`config.mk`:
```
export PLATFORM = sky130hd
export DESIGN_NAME = mdu_ctrl
export DESIGN_NICKNAME = d
export VERILOG_FILES = /design/src/rtl/mdu_ctrl.sv
export SDC_FILE = /design/constraint.sdc
export NUM_CORES = 1
export LEC_CHECK = 0
export ABC_AREA = 1
export CAP_MARGIN = 5
export CORE_ASPECT_RATIO = 2
export CORE_MARGIN = 2
export CORE_UTILIZATION = 33
export DETAILED_ROUTE_END_ITERATION = 10
export PLACE_DENSITY = 0.58
export REMOVE_ABC_BUFFERS = 1
export SLEW_MARGIN = 40
export SYNTH_ARGS = -nofsm -noshare
export SYNTH_HDL_FRONTEND = slang
export SYNTH_SLANG_ARGS = --single-unit
```
`constraint.sdc`:
```
create_clock -name clk -period 9.5 [get_ports clk]
set_input_delay 1.9 -clock clk [delete_from_list [all_inputs] [get_ports clk]]
set_output_delay 1.9 -clock clk [all_outputs]
set_load 0.1 [all_outputs]
```
`src/rtl/mdu_ctrl.sv`:
```
// Iterative unsigned multiply/divide unit for a MIPS-style HI/LO register.
// Shift-add MULTU and restoring DIVU, one radix-2 step per cycle over 32 cycles.
module mdu_ctrl (
  input  logic        clk,
  input  logic        rst,
  input  logic        start,
  input  logic        op,
  input  logic [31:0] a,
  input  logic [31:0] b,
  output logic        busy,
  output logic        done,
  output logic        we_hilo,
  output logic [63:0] hilo_d,
  output logic        div_by_zero
);

  typedef enum logic [1:0] {
    IDLE = 2'b00,
    RUN  = 2'b01,
    DONE = 2'b10
  } state_t;

  state_t      state, state_next;
  logic [4:0]  cnt;
  logic        op_r;
  logic [31:0] a_r, b_r;
  logic [63:0] acc;
  logic [32:0] rem;
  logic        dbz;

  logic        accept;
  logic        div_zero_req;
  logic        last_iter;
  logic [32:0] sum;
  logic [32:0] shifted;
  logic        ge;
  logic [63:0] acc_next;
  logic [32:0] rem_next;

  assign div_zero_req = op && (b == 32'd0);
  assign last_iter    = (state == RUN) && (cnt == 5'd31);

  always_ff @(posedge clk or posedge rst) begin
    if (rst) state <= IDLE;
    else     state <= state_next;
  end

  always_comb begin
    state_next  = state;
    accept      = 1'b0;
    busy        = 1'b0;
    done        = 1'b0;
    case (state)
      IDLE: begin
        if (start) begin
          accept     = 1'b1;
          state_next = div_zero_req ? DONE : RUN;
        end
      end
      RUN: begin
        busy = 1'b1;
        if (cnt == 5'd31) state_next = DONE;
      end
      DONE: begin
        busy       = 1'b1;
        done       = 1'b1;
        state_next = IDLE;
      end
      default: state_next = IDLE;
    endcase
    we_hilo     = done;
    div_by_zero = done && dbz;
  end

  // One iteration: MULTU keeps {partial product, multiplier} in acc;
  // DIVU keeps the dividend/quotient in acc[31:0] and the remainder in rem.
  always_comb begin
    sum      = {1'b0, acc[63:32]} + {1'b0, a_r};
    shifted  = {rem[31:0], acc[31]};
    ge       = rem[32] || (shifted >= {1'b0, b_r});
    acc_next = acc;
    rem_next = rem;
    if (!op_r) begin
      acc_next = acc[0] ? {sum, acc[31:1]} : {1'b0, acc[63:1]};
    end else begin
      rem_next = ge ? (shifted - {1'b0, b_r}) : shifted;
      acc_next = {acc[63:32], acc[30:0], ge};
    end
  end

  always_ff @(posedge clk or posedge rst) begin
    if (rst) begin
      cnt    <= 5'd0;
      op_r   <= 1'b0;
      a_r    <= 32'd0;
      b_r    <= 32'd0;
      acc    <= 64'd0;
      rem    <= 33'd0;
      dbz    <= 1'b0;
      hilo_d <= 64'd0;
    end else if (accept) begin
      cnt  <= 5'd0;
      op_r <= op;
      a_r  <= a;
      b_r  <= b;
      acc  <= {32'd0, (op ? a : b)};
      rem  <= 33'd0;
      dbz  <= div_zero_req;
      if (div_zero_req) hilo_d <= {a, 32'hFFFF_FFFF};
    end else if (state == RUN) begin
      cnt <= cnt + 5'd1;
      acc <= acc_next;
      rem <= rem_next;
      // hilo_d only changes on completion, so partial results never leak out
      if (last_iter) hilo_d <= op_r ? {rem_next[31:0], acc_next[31:0]} : acc_next;
    end
  end

endmodule

```
==> results of run 1 <==
[flip-flops by register name, summed over array words and instances, names as in the netlist]
register,cells
acc,64
state,2
op_r,1
b_r,32
dbz,1
a_r,32
hilo_d,64
cnt,5
rem,33
[synth_stat cells (24+ instances only)]
cell                       instances  share of area
sky130_fd_sc_hd__a21oi_1         167          0.053
sky130_fd_sc_hd__clkbuf_1         51          0.012
sky130_fd_sc_hd__dfrtp_1         234           0.37
sky130_fd_sc_hd__ha_1             69          0.055
sky130_fd_sc_hd__inv_1           298          0.071
sky130_fd_sc_hd__nand2_1         717           0.17
sky130_fd_sc_hd__nand3_1         124          0.039
sky130_fd_sc_hd__nor2_1          141          0.033
sky130_fd_sc_hd__o21ai_0         207          0.065
sky130_fd_sc_hd__o21ai_1          32          0.010
sky130_fd_sc_hd__o22ai_1          53          0.021
sky130_fd_sc_hd__xor2_1           24          0.013
[metrics by stage]
step                cells  area, sq um  hold slack (ps)
CTS                  3044        18090            487.1
global route         3044        18100            510.6
global placement     3005        17680            467.0
detailed placement   3008        17420            476.0
floorplan            2226        15410            437.8
finish               3044        18100            490.9
[cell families after synthesis]
family | Yosys count | synth area share
AOI/OAI and AO/OA | 491 | 0.1657
and+or+nand+nor | 1092 | 0.2916
DFF | 234 | 0.3701
xor gates and xnor gates | 29 | 0.01605
buffers and inverters | 400 | 0.09941
adders and majority gates | 71 | 0.05710
[critical path, cell delays in order]
cell and delay [ps]:
sky130_fd_sc_hd__clkdlybuf4s50_1 640, sky130_fd_sc_hd__nand2_4 350, sky130_fd_sc_hd__inv_2 420, sky130_fd_sc_hd__buf_4 640, sky130_fd_sc_hd__nor2_1 120, sky130_fd_sc_hd__buf_4 200
sky130_fd_sc_hd__nand2_1 160, sky130_fd_sc_hd__nand2_4 310, sky130_fd_sc_hd__inv_2 130, sky130_fd_sc_hd__buf_6 540, sky130_fd_sc_hd__a21oi_1 80, sky130_fd_sc_hd__a21oi_1 200
[path summary, 6_finish.rpt]
check	start	slack, ps	depth (start not counted)	to
worst max-delay path	start	4170	12	hilo_d[61]
worst min-delay path	cnt[3]	490	1	cnt[3]
worst max register to register	state[0]	5440	10	acc[33]
worst min register to register	cnt[3]	490	1	cnt[3]
max in group asynchronous	rst	6340	4	a_r[5]
min in group asynchronous	rst	1830	2	b_r[25]
[layout make-up]
cell class              instances  area, sq um
clock buffers                  23        553.0
clock inverters                13        118.9
fillers                      5083        29260
inverters                     309         1174
multi-input cells            1683         8414
flip-flops and latches        234         5857
well taps                     632        790.8
repair buffers                150         1195
[routing by layer]
metal	wire length (um)	vias up
met1	22280	7453
met4	4121	0
met2	32360	423
met3	2002	135
li1	-	7659
met5	0	-
[power by group]
part           internal, uW  switching, uW
Combinational          1240           2920
Sequential             1310            228
Clock                   456            420
Total                  3010           3570
==> impl_metrics.prom, run 1 <==
# TYPE chip_impl_metric gauge
chip_impl_metric{name="clk-insertion-delay-late",unit="ps"} 530
chip_impl_metric{name="leakagePower",unit="uW"} 0.009428
chip_impl_metric{name="ir_worst_vdd",unit="mV"} 0.1740
chip_impl_metric{name="portion_of_the_post_synthesis_area_used_by_sequential_elements",unit=""} 0.3701
chip_impl_metric{name="powerDensity",unit="nW/um^2"} 363.3
chip_impl_metric{name="tightest_slew",unit="ps"} 720.3
chip_impl_metric{name="finalWorstSetupSlack",unit="ps"} 4169
chip_impl_metric{name="synth_area_per_cell",unit="sq um"} 6.828
chip_impl_info{name="cts_root_buffer",value="sky130_fd_sc_hd__clkbuf_16"} 1
chip_impl_info{name="globalRoute.busiestLayer",value="met2"} 1
chip_impl_metric{name="design.portCount",unit=""} 136
chip_impl_metric{name="grt_util_met1",unit=""} 0.2571
chip_impl_metric{name="total_power",unit="uW"} 6577
chip_impl_metric{name="post-dp-hpwl",unit="um"} 48280
chip_impl_metric{name="ctsResizeCount",unit=""} 0
chip_impl_metric{name="detail_route.vias_per_cell",unit=""} 5.148
chip_impl_metric{name="clock-sinks",unit=""} 234
chip_impl_metric{name="finalCoreUtilization",unit=""} 0.3822
chip_impl_metric{name="final-max-slew-violation-count",unit=""} 0
chip_impl_info{name="launching_element_type_of_the_critical_path",value="input pin"} 1
chip_impl_metric{name="syn-cell-area",unit="sq um"} 15820
chip_impl_metric{name="min_period",unit="ps"} 5331
chip_impl_metric{name="finalSetupViolCount",unit=""} 0
chip_impl_metric{name="num-nets-final",unit=""} 2537
chip_impl_info{name="clock_tree_from_tritoncts",value="built"} 1
chip_impl_metric{name="synthesized_instance_count",unit=""} 2317
chip_impl_metric{name="achievable-frequency",unit="MHz"} 187.6
chip_impl_info{name="end_kind",value="flop"} 1
chip_impl_metric{name="postSynthRegisterBits",unit=""} 234
chip_impl_metric{name="grt_first_pass_wirelength",unit="um"} 92440
chip_impl_metric{name="finClkSkew",unit="ps"} 20.14
chip_impl_metric{name="critPathArrivalTime",unit="ps"} 5780
chip_impl_metric{name="post_cts_setup_buffers",unit=""} 0
chip_impl_metric{name="grt_antenna_before_repair",unit=""} 0
chip_impl_metric{name="htree_num_levels",unit=""} 1
chip_impl_metric{name="ant_nets",unit=""} 0
chip_impl_metric{name="cts-hold-fix-buffers",unit=""} 0
chip_impl_metric{name="timing.critical_path.fanout_max",unit=""} 91
chip_impl_metric{name="yosysWarningCount",unit=""} 0
chip_impl_metric{name="preCtsSetupSlack",unit="ps"} 3408
chip_impl_metric{name="edff_count_synth",unit=""} 0
chip_impl_info{name="rsz0062_at_grt",value="false"} 1
chip_impl_metric{name="asyncSetResetFlopFracSynth",unit=""} 1.000
chip_impl_metric{name="synthToLayoutAreaGrowth",unit="%"} 14.43
chip_impl_metric{name="antenna_cells",unit=""} 0
chip_impl_info{name="most_common_library_cell_in_the_layout_ignoring_fill_and_taps",value="sky130_fd_sc_hd__nand2_1"} 1
chip_impl_metric{name="largest_net_degree_at_the_start_of_global_routing",unit=""} 97
chip_impl_metric{name="die_area",unit="sq um"} 49810
chip_impl_metric{name="post_drt_wl_per_cell",unit="um"} 19.96
chip_impl_metric{name="vias",unit=""} 15670
chip_impl_info{name="hold_crit_class",value="reg2reg"} 1
chip_impl_metric{name="number_of_buffers_on_the_longest_clock_path",unit=""} 3
chip_impl_metric{name="drt_drc_violations_left",unit=""} 0
chip_impl_metric{name="drive_gt1_frac",unit=""} 0.07919
chip_impl_metric{name="port-buffer-count",unit=""} 135
chip_impl_metric{name="first_iter_violations",unit=""} 993
chip_impl_metric{name="global_route.overflow_total",unit=""} 0
chip_impl_metric{name="detail_route.first_pass.iterations",unit=""} 5
chip_impl_metric{name="drt-total-wl",unit="um"} 60760
chip_impl_metric{name="gr-usage-met3",unit=""} 0.01201
chip_impl_info{name="status",value="finished clean"} 1
chip_impl_info{name="critPathKind",value="in2reg"} 1
chip_impl_metric{name="dieWidth",unit="um"} 158.8
chip_impl_metric{name="synthDistinctLibCells",unit=""} 47
chip_impl_metric{name="design.core.area",unit="sq um"} 47360
chip_impl_metric{name="crit_required",unit="ps"} 9950
chip_impl_info{name="synth-main-ff-cell",value="sky130_fd_sc_hd__dfrtp_1"} 1
chip_impl_metric{name="max_cap_viol_count",unit=""} 0
chip_impl_metric{name="post-route-period-util",unit=""} 0.5612
chip_impl_metric{name="numCtsBuffers",unit=""} 20
chip_impl_metric{name="place.gp.congestion",unit=""} 0.9578
chip_impl_metric{name="globalRouteTotalUtil",unit=""} 0.2403
chip_impl_metric{name="relSlewSlack",unit=""} 0.5147
chip_impl_metric{name="clk_pin_slew",unit="ps"} 80
chip_impl_metric{name="initial_core_util",unit=""} 0.3340
chip_impl_metric{name="die_height",unit="um"} 313.6
chip_impl_metric{name="fp-row-count",unit=""} 113
chip_impl_metric{name="gr_layer_usage_met2",unit=""} 0.4616
chip_impl_metric{name="via_count_of_the_first_global_routing_pass",unit=""} 15990
chip_impl_metric{name="hold_viol_final",unit=""} 0
chip_impl_metric{name="totalNegativeSetupSlack",unit="ps"} 0
chip_impl_info{name="mostFrequentLayoutCells",value="sky130_fd_sc_hd__nand2_1 (716), sky130_fd_sc_hd__inv_1 (294), sky130_fd_sc_hd__dfrtp_1 (233)"} 1
No activity file was read; power rests on OpenSTA's default activity.
==> inputs of run 2 (changes only) <==
- PLACE_DENSITY: 0.58 -> 0.6
- clock period: 9.5 -> 4.5 ns (I/O delays scaled with it)
==> run 2 against run 1 <==
Effect of this change: clock power is 130% higher; hold slack hardly changed; global-route usage is 0.57 points higher; register-to-register slack worse by 4300 ps; largest power group unchanged.
==> impl_metrics.prom, run 2 (same netlist as run 1, synthesis figures left out) <==
# TYPE chip_impl_metric gauge
chip_impl_metric{name="stdcell_count",unit=""} 3062
chip_impl_info{name="clock_tree_from_tritoncts",value="built"} 1
chip_impl_metric{name="die_area",unit="sq um"} 49810
chip_impl_metric{name="design.portCount",unit=""} 136
chip_impl_metric{name="clk-insertion-delay-late",unit="ps"} 540
chip_impl_info{name="cp_top_family",value="simple AND/OR/NAND/NOR gates"} 1
chip_impl_metric{name="switching_power",unit="uW"} 7647
chip_impl_info{name="r2r-end",value="rem[32]"} 1
chip_impl_metric{name="preCtsSetupSlack",unit="ps"} 580.8
chip_impl_metric{name="drive_gt1_frac",unit=""} 0.08354
chip_impl_info{name="reg.largest.list",value="acc (64), hilo_d (64), rem (33)"} 1
chip_impl_metric{name="vias",unit=""} 15970
chip_impl_metric{name="max_cap_viol_count",unit=""} 0
chip_impl_metric{name="path_depth_of_the_worst_reg2reg_path",unit=""} 14
chip_impl_metric{name="r2r_slack",unit="ps"} 1120
chip_impl_info{name="critPathKind",value="reg2reg"} 1
chip_impl_metric{name="timing.critical_path.fanout_max",unit=""} 4
chip_impl_metric{name="relSlewSlack",unit=""} 0.4482
chip_impl_info{name="mostFrequentLayoutCells",value="sky130_fd_sc_hd__nand2_1 (716), sky130_fd_sc_hd__inv_1 (296), sky130_fd_sc_hd__dfrtp_1 (233)"} 1
chip_impl_metric{name="clock-sinks",unit=""} 234
chip_impl_metric{name="combinational_fraction_of_design_power",unit=""} 0.620
chip_impl_metric{name="crit_required",unit="ps"} 4900
chip_impl_metric{name="tightest_slew",unit="ps"} 821.4
chip_impl_metric{name="clk_pin_slew",unit="ps"} 80
chip_impl_metric{name="finClkSkew",unit="ps"} 20.42
chip_impl_metric{name="ctsResizeCount",unit=""} 0
chip_impl_metric{name="path_depth",unit=""} 14
chip_impl_metric{name="drt-total-wl",unit="um"} 62280
chip_impl_metric{name="die_height",unit="um"} 313.6
chip_impl_metric{name="design.core.area",unit="sq um"} 47360
chip_impl_metric{name="ant_nets",unit=""} 0
chip_impl_metric{name="p_sw_frac",unit=""} 0.5393
chip_impl_info{name="globalRoute.busiestLayer",value="met2"} 1
chip_impl_metric{name="detail_route.first_pass.iterations",unit=""} 6
chip_impl_metric{name="post-route-period-util",unit=""} 0.7503
chip_impl_metric{name="num-fill-cells",unit=""} 5080
chip_impl_metric{name="slowest_delay",unit="ps"} 470
chip_impl_info{name="path_cells",value="inv_1, ha_1, inv_1, fa_1, nand3_1, nand3_1, nand2_1, nand3_1, nand2_1, nand3_1, a21o_1, or2_2, nand3_1, o21ai_0"} 1
chip_impl_info{name="rsz0062_at_grt",value="false"} 1
chip_impl_metric{name="totalNegativeSetupSlack",unit="ps"} 0
chip_impl_metric{name="final-max-slew-violation-count",unit=""} 0
chip_impl_info{name="worstSetupStartpoint",value="acc[31]"} 1
chip_impl_metric{name="place.gp.congestion",unit=""} 1.001
chip_impl_metric{name="num-nets-final",unit=""} 2553
chip_impl_metric{name="fp-row-count",unit=""} 113
chip_impl_metric{name="finish.instance_area",unit="sq um"} 18270
chip_impl_metric{name="grt_util_met1",unit=""} 0.2569
chip_impl_metric{name="synthToLayoutAreaGrowth",unit="%"} 15.45
chip_impl_metric{name="leakagePower",unit="uW"} 0.009529
chip_impl_metric{name="port-buffer-count",unit=""} 135
chip_impl_metric{name="post-place-cells",unit=""} 3021
chip_impl_metric{name="antenna_cells",unit=""} 0
chip_impl_info{name="status",value="finished clean"} 1
chip_impl_info{name="end_kind",value="flop"} 1
chip_impl_info{name="crit_path_frequent_cell",value="sky130_fd_sc_hd__nand3_1"} 1
chip_impl_metric{name="detail_route.vias_per_cell",unit=""} 5.214
chip_impl_metric{name="dieWidth",unit="um"} 158.8
chip_impl_metric{name="global_route.overflow_total",unit=""} 0
chip_impl_info{name="cts_root_buffer",value="sky130_fd_sc_hd__clkbuf_16"} 1
chip_impl_metric{name="grt_first_pass_wirelength",unit="um"} 94000
chip_impl_metric{name="post_cts_setup_buffers",unit=""} 0
chip_impl_metric{name="initial_core_util",unit=""} 0.3340
chip_impl_metric{name="gr_layer_usage_met2",unit=""} 0.4650
chip_impl_metric{name="htree_num_levels",unit=""} 1
chip_impl_metric{name="grt_antenna_before_repair",unit=""} 0
chip_impl_metric{name="power_report.internal_total",unit="uW"} 6533
chip_impl_info{name="critical_path.slowest_cell",value="sky130_fd_sc_hd__fa_1"} 1
chip_impl_metric{name="cts-hold-fix-buffers",unit=""} 0
chip_impl_metric{name="gr-usage-met3",unit=""} 0.01491
chip_impl_metric{name="first_iter_violations",unit=""} 968
chip_impl_metric{name="finalWorstSetupSlack",unit="ps"} 1123
chip_impl_metric{name="post_drt_wl_per_cell",unit="um"} 20.34
chip_impl_metric{name="post-dp-hpwl",unit="um"} 49730
chip_impl_metric{name="powerDensity",unit="nW/um^2"} 776.3
chip_impl_metric{name="critPathArrivalTime",unit="ps"} 3780
chip_impl_metric{name="number_of_buffers_on_the_longest_clock_path",unit=""} 3
chip_impl_metric{name="critical_path_buf_inv_count",unit=""} 2
chip_impl_metric{name="min_delay_path_depth",unit=""} 2
chip_impl_info{name="launching_element_type_of_the_critical_path",value="flop"} 1
chip_impl_metric{name="clock_power_share",unit=""} 0.146
chip_impl_metric{name="finalSetupViolCount",unit=""} 0
chip_impl_metric{name="largest_net_degree_at_the_start_of_global_routing",unit=""} 96
chip_impl_metric{name="min_period",unit="ps"} 3377
chip_impl_info{name="crit_path_end",value="rem[32]"} 1
chip_impl_info{name="most_common_library_cell_in_the_layout_ignoring_fill_and_taps",value="sky130_fd_sc_hd__nand2_1"} 1
chip_impl_metric{name="via_count_of_the_first_global_routing_pass",unit=""} 16150
chip_impl_metric{name="numCtsBuffers",unit=""} 22
chip_impl_metric{name="drt_drc_violations_left",unit=""} 0
chip_impl_info{name="hold_crit_class",value="reg2reg"} 1
chip_impl_metric{name="hold_viol_final",unit=""} 0
chip_impl_info{name="rr_startpoint",value="acc[31]"} 1
chip_impl_metric{name="ir_worst_vdd",unit="mV"} 0.2636
chip_impl_metric{name="power.share.sequential",unit=""} 0.234
chip_impl_metric{name="placed_cell_area",unit="sq um"} 17470
chip_impl_metric{name="achievable-frequency",unit="MHz"} 296.2
chip_impl_metric{name="globalRouteTotalUtil",unit=""} 0.2461
-- run 2: cell types whose count changed in the layout (fill, tap and decap cells not counted), moves of 2 or more --
cell                        change
sky130_fd_sc_hd__buf_6          -3
sky130_fd_sc_hd__inv_6          -4
sky130_fd_sc_hd__clkbuf_1       +2
sky130_fd_sc_hd__clkbuf_16      +2
sky130_fd_sc_hd__inv_2          -2
sky130_fd_sc_hd__buf_4         +18
sky130_fd_sc_hd__inv_1          +2
sky130_fd_sc_hd__bufinv_16      +2
-- run 2: power groups by stage --
stage / clock (uW) / sequential (uW) / combinational [uW]
6_report: 2060 / 3320 / 8790
2_1_floorplan: 0 / 3200 / 5950
4_1_cts: 2100 / 3310 / 8750
3_3_place_gp: 0 / 3330 / 8670
3_5_place_dp: 0 / 3350 / 8700
5_1_grt: 2160 / 3390 / 9730
-- run 2: routing by layer --
layer	routed length, um	vias to the layer above
met5	0	-
met4	5120	0
met3	2079	178
met2	32750	486
met1	22330	7604
li1	-	7698
-- run 2: worst min path at each step --
stage,startpoint,endpoint,slack [ps]
after floorplan,cnt[3],cnt[3],440
after global placement,cnt[3],cnt[3],470
after detailed placement,cnt[3],cnt[3],470
after CTS,cnt[3],cnt[3],490
after global routing,b_r[9],b_r[9],520
final,hilo_d[5],hilo_d[5],490
-- run 2: tightest hold or removal path, cell delays in order (launching register included) --
cell and delay (ps):
sky130_fd_sc_hd__dfrtp_1 350, sky130_fd_sc_hd__nand2_1 50, sky130_fd_sc_hd__o21ai_0 60
-- run 2: final cells by class --
type / count / area, sq um / share of cell area
clock buffer: 27 / 610.6 / 0.03343
clock inverter: 13 / 153.9 / 0.008426
inverter: 309 / 1172 / 0.06419
multi-input combinational: 1683 / 8407 / 0.4603
sequential: 234 / 5857 / 0.3207
tap: 632 / 790.8 / 0.04329
timing repair buffer: 164 / 1274 / 0.06974
-- run 2: through the flow --
| stage | hold WS, ps | power (uW) | utilization |
|---|---|---|---|
| 2_1_floorplan | 437.8 | 9150 | - |
| 3_3_place_gp | 466.1 | 12000 | 0.3760 |
| 3_5_place_dp | 472.0 | 12050 | 0.3689 |
| 4_1_cts | 489.3 | 14170 | 0.3850 |
| 5_1_grt | 516.4 | 15280 | 0.3856 |
| 6_report | 490.6 | 14180 | 0.3856 |
